File: src/rtl/fnd_pkg.sv
// Shared types and constants for the multiplexed 7-segment (FND) scan controller.
// Latency: n/a (package only).
// Backpressure: n/a (package only).
// Contents: scan FSM state type, active-low glyph constants {g,f,e,d,c,b,a}, off codes.
package fnd_pkg;

    typedef enum logic [1:0] {
        ST_IDLE  = 2'd0,
        ST_BLANK = 2'd1,
        ST_DRIVE = 2'd2
    } fnd_state_t;

    // All segments dark (dp included) / all commons released.
    localparam logic [7:0] SEG_OFF   = 8'hFF;
    localparam logic [7:0] COM_OFF   = 8'hFF;
    // Scan runs from the leftmost digit down to digit 0.
    localparam logic [2:0] POS_FIRST = 3'd7;

    // Active-low 7-bit glyphs, bit order {g,f,e,d,c,b,a}.
    localparam logic [6:0] GLYPH_0     = 7'h40;
    localparam logic [6:0] GLYPH_1     = 7'h79;
    localparam logic [6:0] GLYPH_2     = 7'h24;
    localparam logic [6:0] GLYPH_3     = 7'h30;
    localparam logic [6:0] GLYPH_4     = 7'h19;
    localparam logic [6:0] GLYPH_5     = 7'h12;
    localparam logic [6:0] GLYPH_6     = 7'h02;
    localparam logic [6:0] GLYPH_7     = 7'h78;
    localparam logic [6:0] GLYPH_8     = 7'h00;
    localparam logic [6:0] GLYPH_9     = 7'h10;
    localparam logic [6:0] GLYPH_DASH  = 7'h3F;
    localparam logic [6:0] GLYPH_BLANK = 7'h7F;

endpackage

File: src/rtl/fnd_seg_decode.sv
// Nibble to active-low 7-segment glyph; 0-9 decimal glyphs, 10-15 show a dash.
// Latency: combinational, zero cycles.
// Backpressure: none.
// Ports: nibble (4-bit value in), seg_n (7-bit {g,f,e,d,c,b,a}, active-low out).
module fnd_seg_decode (
    input  logic [3:0] nibble,
    output logic [6:0] seg_n
);
    import fnd_pkg::*;

    always_comb begin
        seg_n = GLYPH_BLANK;
        case (nibble)
            4'd0:    seg_n = GLYPH_0;
            4'd1:    seg_n = GLYPH_1;
            4'd2:    seg_n = GLYPH_2;
            4'd3:    seg_n = GLYPH_3;
            4'd4:    seg_n = GLYPH_4;
            4'd5:    seg_n = GLYPH_5;
            4'd6:    seg_n = GLYPH_6;
            4'd7:    seg_n = GLYPH_7;
            4'd8:    seg_n = GLYPH_8;
            4'd9:    seg_n = GLYPH_9;
            default: seg_n = GLYPH_DASH;
        endcase
    end

endmodule

File: src/rtl/fnd_scan_ctrl.sv
// Eight-digit multiplexed 7-segment scan: per slot, blank for BLANK_CYC cycles then drive one digit.
// Latency: all outputs registered; slot data is captured on the last blanking cycle edge.
// Backpressure: none; i_en low returns to IDLE on the next cycle, inputs are sampled once per slot.
// Ports: i_clk, i_rst_n (async active-low), i_en, i_bcd[31:0] (digit n = [4n+3:4n]), i_dp[7:0],
//        i_digit_mask[7:0] (1 = shown), o_pos[2:0], o_com[7:0] (active-low), o_seg[7:0]
//        {dp,g,f,e,d,c,b,a} active-low, o_frame_tick (pulse as o_pos wraps 0->7).
// Optional FND_BLINK_EN: adds i_blink_mask[7:0] and BLINK_FRAMES; flagged digits go dark
//        for alternate groups of BLINK_FRAMES frames, starting in the lit phase.
module fnd_scan_ctrl #(
    parameter int CLK_DIV      = 50000,
    parameter int BLANK_CYC    = 1000
`ifdef FND_BLINK_EN
    ,
    parameter int BLINK_FRAMES = 32
`endif
) (
    input  logic        i_clk,
    input  logic        i_rst_n,
    input  logic        i_en,
    input  logic [31:0] i_bcd,
    input  logic [7:0]  i_dp,
    input  logic [7:0]  i_digit_mask,
`ifdef FND_BLINK_EN
    input  logic [7:0]  i_blink_mask,
`endif
    output logic [2:0]  o_pos,
    output logic [7:0]  o_com,
    output logic [7:0]  o_seg,
    output logic        o_frame_tick
);
    import fnd_pkg::*;

    localparam int CNT_W = (CLK_DIV > 1) ? $clog2(CLK_DIV) : 1;
    localparam logic [CNT_W-1:0] BLANK_LAST = CNT_W'(BLANK_CYC - 1);
    localparam logic [CNT_W-1:0] DRIVE_LAST = CNT_W'(CLK_DIV - BLANK_CYC - 1);

    fnd_state_t       state_q, state_d;
    logic [CNT_W-1:0] cnt_q, cnt_d;
    logic [2:0]       pos_d;
    logic [7:0]       com_d;
    logic [7:0]       seg_d;
    logic             tick_d;
    logic [6:0]       dec_seg;
    logic             digit_on;

    // Only one decoder: it always looks at the current position's nibble.
    fnd_seg_decode u_dec (
        .nibble (i_bcd[{o_pos, 2'b00} +: 4]),
        .seg_n  (dec_seg)
    );

`ifdef FND_BLINK_EN
    localparam int BF_W = (BLINK_FRAMES > 1) ? $clog2(BLINK_FRAMES) : 1;

    logic [BF_W-1:0] blink_cnt_q;
    logic            blink_off_q;

    // Phase flips after every BLINK_FRAMES completed frames; survives i_en drops.
    always_ff @(posedge i_clk or negedge i_rst_n) begin
        if (!i_rst_n) begin
            blink_cnt_q <= '0;
            blink_off_q <= 1'b0;
        end else if (tick_d) begin
            if (blink_cnt_q == BF_W'(BLINK_FRAMES - 1)) begin
                blink_cnt_q <= '0;
                blink_off_q <= ~blink_off_q;
            end else begin
                blink_cnt_q <= blink_cnt_q + BF_W'(1);
            end
        end
    end

    assign digit_on = i_digit_mask[o_pos] & ~(blink_off_q & i_blink_mask[o_pos]);
`else
    assign digit_on = i_digit_mask[o_pos];
`endif

    always_ff @(posedge i_clk or negedge i_rst_n) begin
        if (!i_rst_n) begin
            state_q      <= ST_IDLE;
            cnt_q        <= '0;
            o_pos        <= POS_FIRST;
            o_com        <= COM_OFF;
            o_seg        <= SEG_OFF;
            o_frame_tick <= 1'b0;
        end else begin
            state_q      <= state_d;
            cnt_q        <= cnt_d;
            o_pos        <= pos_d;
            o_com        <= com_d;
            o_seg        <= seg_d;
            o_frame_tick <= tick_d;
        end
    end

    always_comb begin
        state_d = state_q;
        cnt_d   = cnt_q;
        pos_d   = o_pos;
        com_d   = o_com;
        seg_d   = o_seg;
        tick_d  = 1'b0;

        if (!i_en) begin
            state_d = ST_IDLE;
            cnt_d   = '0;
            pos_d   = POS_FIRST;
            com_d   = COM_OFF;
            seg_d   = SEG_OFF;
        end else begin
            case (state_q)
                ST_BLANK: begin
                    if (cnt_q == BLANK_LAST) begin
                        // Capture data and mask once; they hold for the whole drive phase.
                        state_d = ST_DRIVE;
                        cnt_d   = '0;
                        seg_d   = {~i_dp[o_pos], dec_seg};
                        com_d   = digit_on ? ~(8'h01 << o_pos) : COM_OFF;
                    end else begin
                        cnt_d = cnt_q + CNT_W'(1);
                    end
                end
                ST_DRIVE: begin
                    if (cnt_q == DRIVE_LAST) begin
                        // Leaving digit 0 closes the frame; 3-bit decrement wraps to 7.
                        state_d = ST_BLANK;
                        cnt_d   = '0;
                        pos_d   = o_pos - 3'd1;
                        com_d   = COM_OFF;
                        seg_d   = SEG_OFF;
                        tick_d  = (o_pos == 3'd0);
                    end else begin
                        cnt_d = cnt_q + CNT_W'(1);
                    end
                end
                default: begin
                    // IDLE (and any stray code) starts a fresh frame at the leftmost digit.
                    state_d = ST_BLANK;
                    cnt_d   = '0;
                    pos_d   = POS_FIRST;
                    com_d   = COM_OFF;
                    seg_d   = SEG_OFF;
                end
            endcase
        end
    end

endmodule
File: config.mk
export PLATFORM = sky130hd
export DESIGN_NAME = fnd_scan_ctrl
export DESIGN_NICKNAME = d
export VERILOG_FILES = /design/src/rtl/fnd_pkg.sv /design/src/rtl/fnd_seg_decode.sv /design/src/rtl/fnd_scan_ctrl.sv
export SDC_FILE = /design/constraint.sdc
export NUM_CORES = 1
export LEC_CHECK = 0
export CAP_MARGIN = 15
export CORE_UTILIZATION = 25
export DETAILED_ROUTE_END_ITERATION = 7
export PLACE_DENSITY = 0.59
export SYNTH_ARGS = -nofsm -noshare
export SYNTH_HDL_FRONTEND = slang
export SYNTH_SLANG_ARGS = --single-unit
File: constraint.sdc
create_clock -name i_clk -period 2.6 [get_ports i_clk]
set_clock_uncertainty 0.05 [all_clocks]
set_input_delay 0.52 -clock i_clk [delete_from_list [all_inputs] [get_ports i_clk]]
set_output_delay 0.52 -clock i_clk [all_outputs]
set_load 0.02 [all_outputs]
==> results.toml, run 1 <==
[status]
outcome = "finished clean"

[die]
initial_utilization = 0.2614
rows = 35
die_height_um = 100.8
core_area_um2 = 9328
dieArea_um2 = 10150
num_io_pins = 71
fp.dieW_um = 100.8

[logic_synthesis]
synthFlopType = "dfstp_2"
postSynthCellCount = 217
syn_area_per_cell_um2 = 11.24
synth_top_area_frac = 0.2047
synth_most_common_cell = "nor2_1"
syn-num-nets = 281
async_flop_share = 1.000
syn_area_um2 = 2439
synth_warnings = 0
synth_edf_count = 0
seq_area_frac_synth = 0.3997
yosysTopAreaCell = "dfstp_2"
synthTopCellsByArea = "dfstp_2 (20%), dfrtp_1 (19%), mux4_2 (7.4%), ha_1 (6.7%), mux4_1 (4.3%)"
synth.distinct_cells = 44
synth-seq-cells = 38
ys_top_cells_by_count = "nor2_1 (24), dfrtp_1 (19), dfstp_2 (19)"

[clocking]
cts-root-buf = "clkbuf_8"
postCtsSetupRepairBufs = 0
clockBufferDepth = 2
holdBufCountCts = 0
clk_pin_slew_ps = 80
cts_inserted_buffers = 5
cts_tree = "built"
htree_levels = 2
clk_latency_ps = 280
cts.sink_count = 38

[pwr]
internal_power_mw = 0.9175
vdd.ir_drop.worst_mv = 0.2114
p_switching_mw = 0.2698
p_comb_frac = 0.142
pwr-share-seq = 0.503
switching_share = 0.2273
pwr-share-clk = 0.355
powerDensity_nw_per_um2 = 345.8
p_leak_nw = 1.376

[place]
io_buffers = 70
placed_cells = 421
hpwlAfterDp_um = 4663
gp_congestion = 0.8322
place_ws_ps = -25.08
placed_cell_area_um2 = 3342

[cells_and_area]
nFillCells = 937
fin_cells = 429
area_growth_pct = 40.79
antenna_cells = 0
nets = 363
drive_gt1_frac = 0.1933
multi_input_area_um2 = 1370
seq_area_um2 = 974.7
fin_area_um2 = 3433

[sta]
worstMarginPinSlew_ps = 501.3
finalMaxSlewViolations = 0
fmax_ghz = 0.4244
hold_viol_final = 0
layout_min_cycle_time_ps = 2356
final.setup.worst_slack_ps = 243.9
finalSetupViolations = 0
rsz0062_at_grt = "no"
slew-limit-headroom = 0.6658
setup_tns_ps = 0
holdWs_ps = 457.2
post-route-period-util = 0.9062

[detailed_routing]
first_pass_iters = 4
drcViolationCount = 0
vias = 1950
routed_wl_um = 5885
drtIter0Drc = 60
detail-route-antenna-nets = 0
avgViaCountPerCell = 4.545
wl_per_cell_um = 13.72

[grt]
grt_overflow = 0
grt_pass1_wl_um = 10010
grtUsageMet2 = 0.2276
antenna_found_initial = 0
grt_pass1_vias = 2053
grt_max_degree = 39
met1_usage = 0.1546
track_usage = 0.1258
met3_usage = 0.02913
top_usage_layer = "met2"

[critical_path]
cpPeakStageDelay_ps = 640
critPathLaunchType = "flip-flop"
r2r_slack_ps = 240
crit_fanout = 6
slowest_stage = "dfstp_2"
path_class = "reg -> reg"
r2r_cells = 7
r2r-start = "o_pos[1]"
cp.required_ps = 2770
endpoint_kind = "flip-flop"
reg2reg_to = "o_seg[4]"
arrival_ps = 2520
path_cells = "mux4_1 > mux2i_1 > buf_4 > ha_1 > mux2_1 > nor2_1 > o32a_1"

[run]
maxCapViolations = 0

[worst_hold_path]
hold_depth = 1
min_path_type = "reg -> reg"
min_to = "o_seg[3]"
hp-start = "o_seg[3]"
repair_timing:
item	CTS	global route
gates resized for setup	0	1
setup endpoints to repair	0	1
hold endpoints to repair	0	0
placed cells by master, fill, tap and decap left out, drive strengths merged, types with 4 or more instances in the layout:
| cell | Yosys | routed |
|---|---|---|
| o22a | 4 | 4 |
| dfstp | 19 | 19 |
| buf | 7 | 12 |
| clkdlybuf4s50 | 0 | 70 |
| mux2i | 6 | 6 |
| a21oi | 6 | 6 |
| nor2 | 24 | 24 |
| dfrtp | 19 | 19 |
| o21ai | 6 | 6 |
| xor2 | 9 | 9 |
| clkbuf | 0 | 7 |
| mux2 | 7 | 7 |
| xnor2 | 5 | 5 |
| nand2 | 11 | 11 |
| inv | 12 | 12 |
| ha | 13 | 13 |
| mux4 | 12 | 12 |
| a2bb2oi | 4 | 4 |
| nand3 | 18 | 18 |
worst max-delay path, delay by kind of cell (launching register included):
kind                     cells  cell delay [ps]
adder cells (fa/ha/maj)      1              160
flip-flops                   1              640
buffers and inverters        1              170
AO/OA/AOI/OAI                1              310
AND/OR/NAND/NOR              1               40
multiplexers                 3              920
stage by stage:
stage	total power [mW]	util
final	1.187	0.3681
after global routing	1.246	0.3681
after CTS	1.204	0.3681
after detailed placement	0.7788	0.3583
after global placement	0.7764	0.3583
after floorplan	0.6710	-
power groups by stage:
stage	Combinational (mW)	Sequential (mW)	Clock (mW)
4_1_cts	0.172	0.598	0.435
6_report	0.169	0.597	0.421
3_3_place_gp	0.169	0.608	0
2_1_floorplan	0.0623	0.609	0
3_5_place_dp	0.171	0.608	0
5_1_grt	0.186	0.598	0.462
how the worst max path moves through the flow:
stage / cells past startpoint / startpoint / slack, ps / end
2_1_floorplan: 8 / o_pos[1] / 50 / o_seg[5]
3_3_place_gp: 8 / i_bcd[9] / 10 / o_seg[5]
3_5_place_dp: 8 / i_bcd[9] / -30 / o_seg[5]
4_1_cts: 7 / o_pos[1] / 190 / o_seg[5]
5_1_grt: 7 / o_pos[1] / 80 / o_seg[5]
6_report: 7 / o_pos[1] / 240 / o_seg[4]
area by class of cell:
class,instances,area share
clock buffers,7,0.02515
clock inverters,1,0.001458
inverters,12,0.01312
multi-input cells,160,0.3991
flip-flops and latches,38,0.2839
well taps,129,0.04701
repair buffers,82,0.2303
registers in the layout, summed over array words and instances, names as in the netlist:
signal,count
cnt_q,16
o_com,8
o_seg,8
o_pos,3
state_q,2
o_frame_tick,1
cells by family (layout without fill, tap and decap cells):
logic type | Yosys count | in the layout | synth area share
AND/OR/NAND/NOR | 81 | 81 | 0.1827
flip-flops | 38 | 38 | 0.3997
AO/OA/AOI/OAI | 27 | 27 | 0.07799
multiplexers | 25 | 25 | 0.1842
buffers and inverters | 19 | 102 | 0.03848
XOR/XNOR | 14 | 14 | 0.05028
adder cells (fa/ha/maj) | 13 | 13 | 0.06670
metal layers:
layer	wire, µm	up-vias
li1	-	952
met1	2607	956
met2	2972	36
met3	242	6
met4	63	0
met5	0	-
Power figures use the tool's default switching activity.
==> run 2: changes to the inputs <==
--- a/config.mk
+++ b/config.mk
@@ -8,6 +8,7 @@
 export CAP_MARGIN = 15
 export CORE_UTILIZATION = 25
 export DETAILED_ROUTE_END_ITERATION = 7
+export GPL_TIMING_DRIVEN = 1
 export PLACE_DENSITY = 0.59
 export SYNTH_ARGS = -nofsm -noshare
 export SYNTH_HDL_FRONTEND = slang
==> results of run 2 <==
Same layout as run 1: the final DEF is identical, and so are final timing and power.
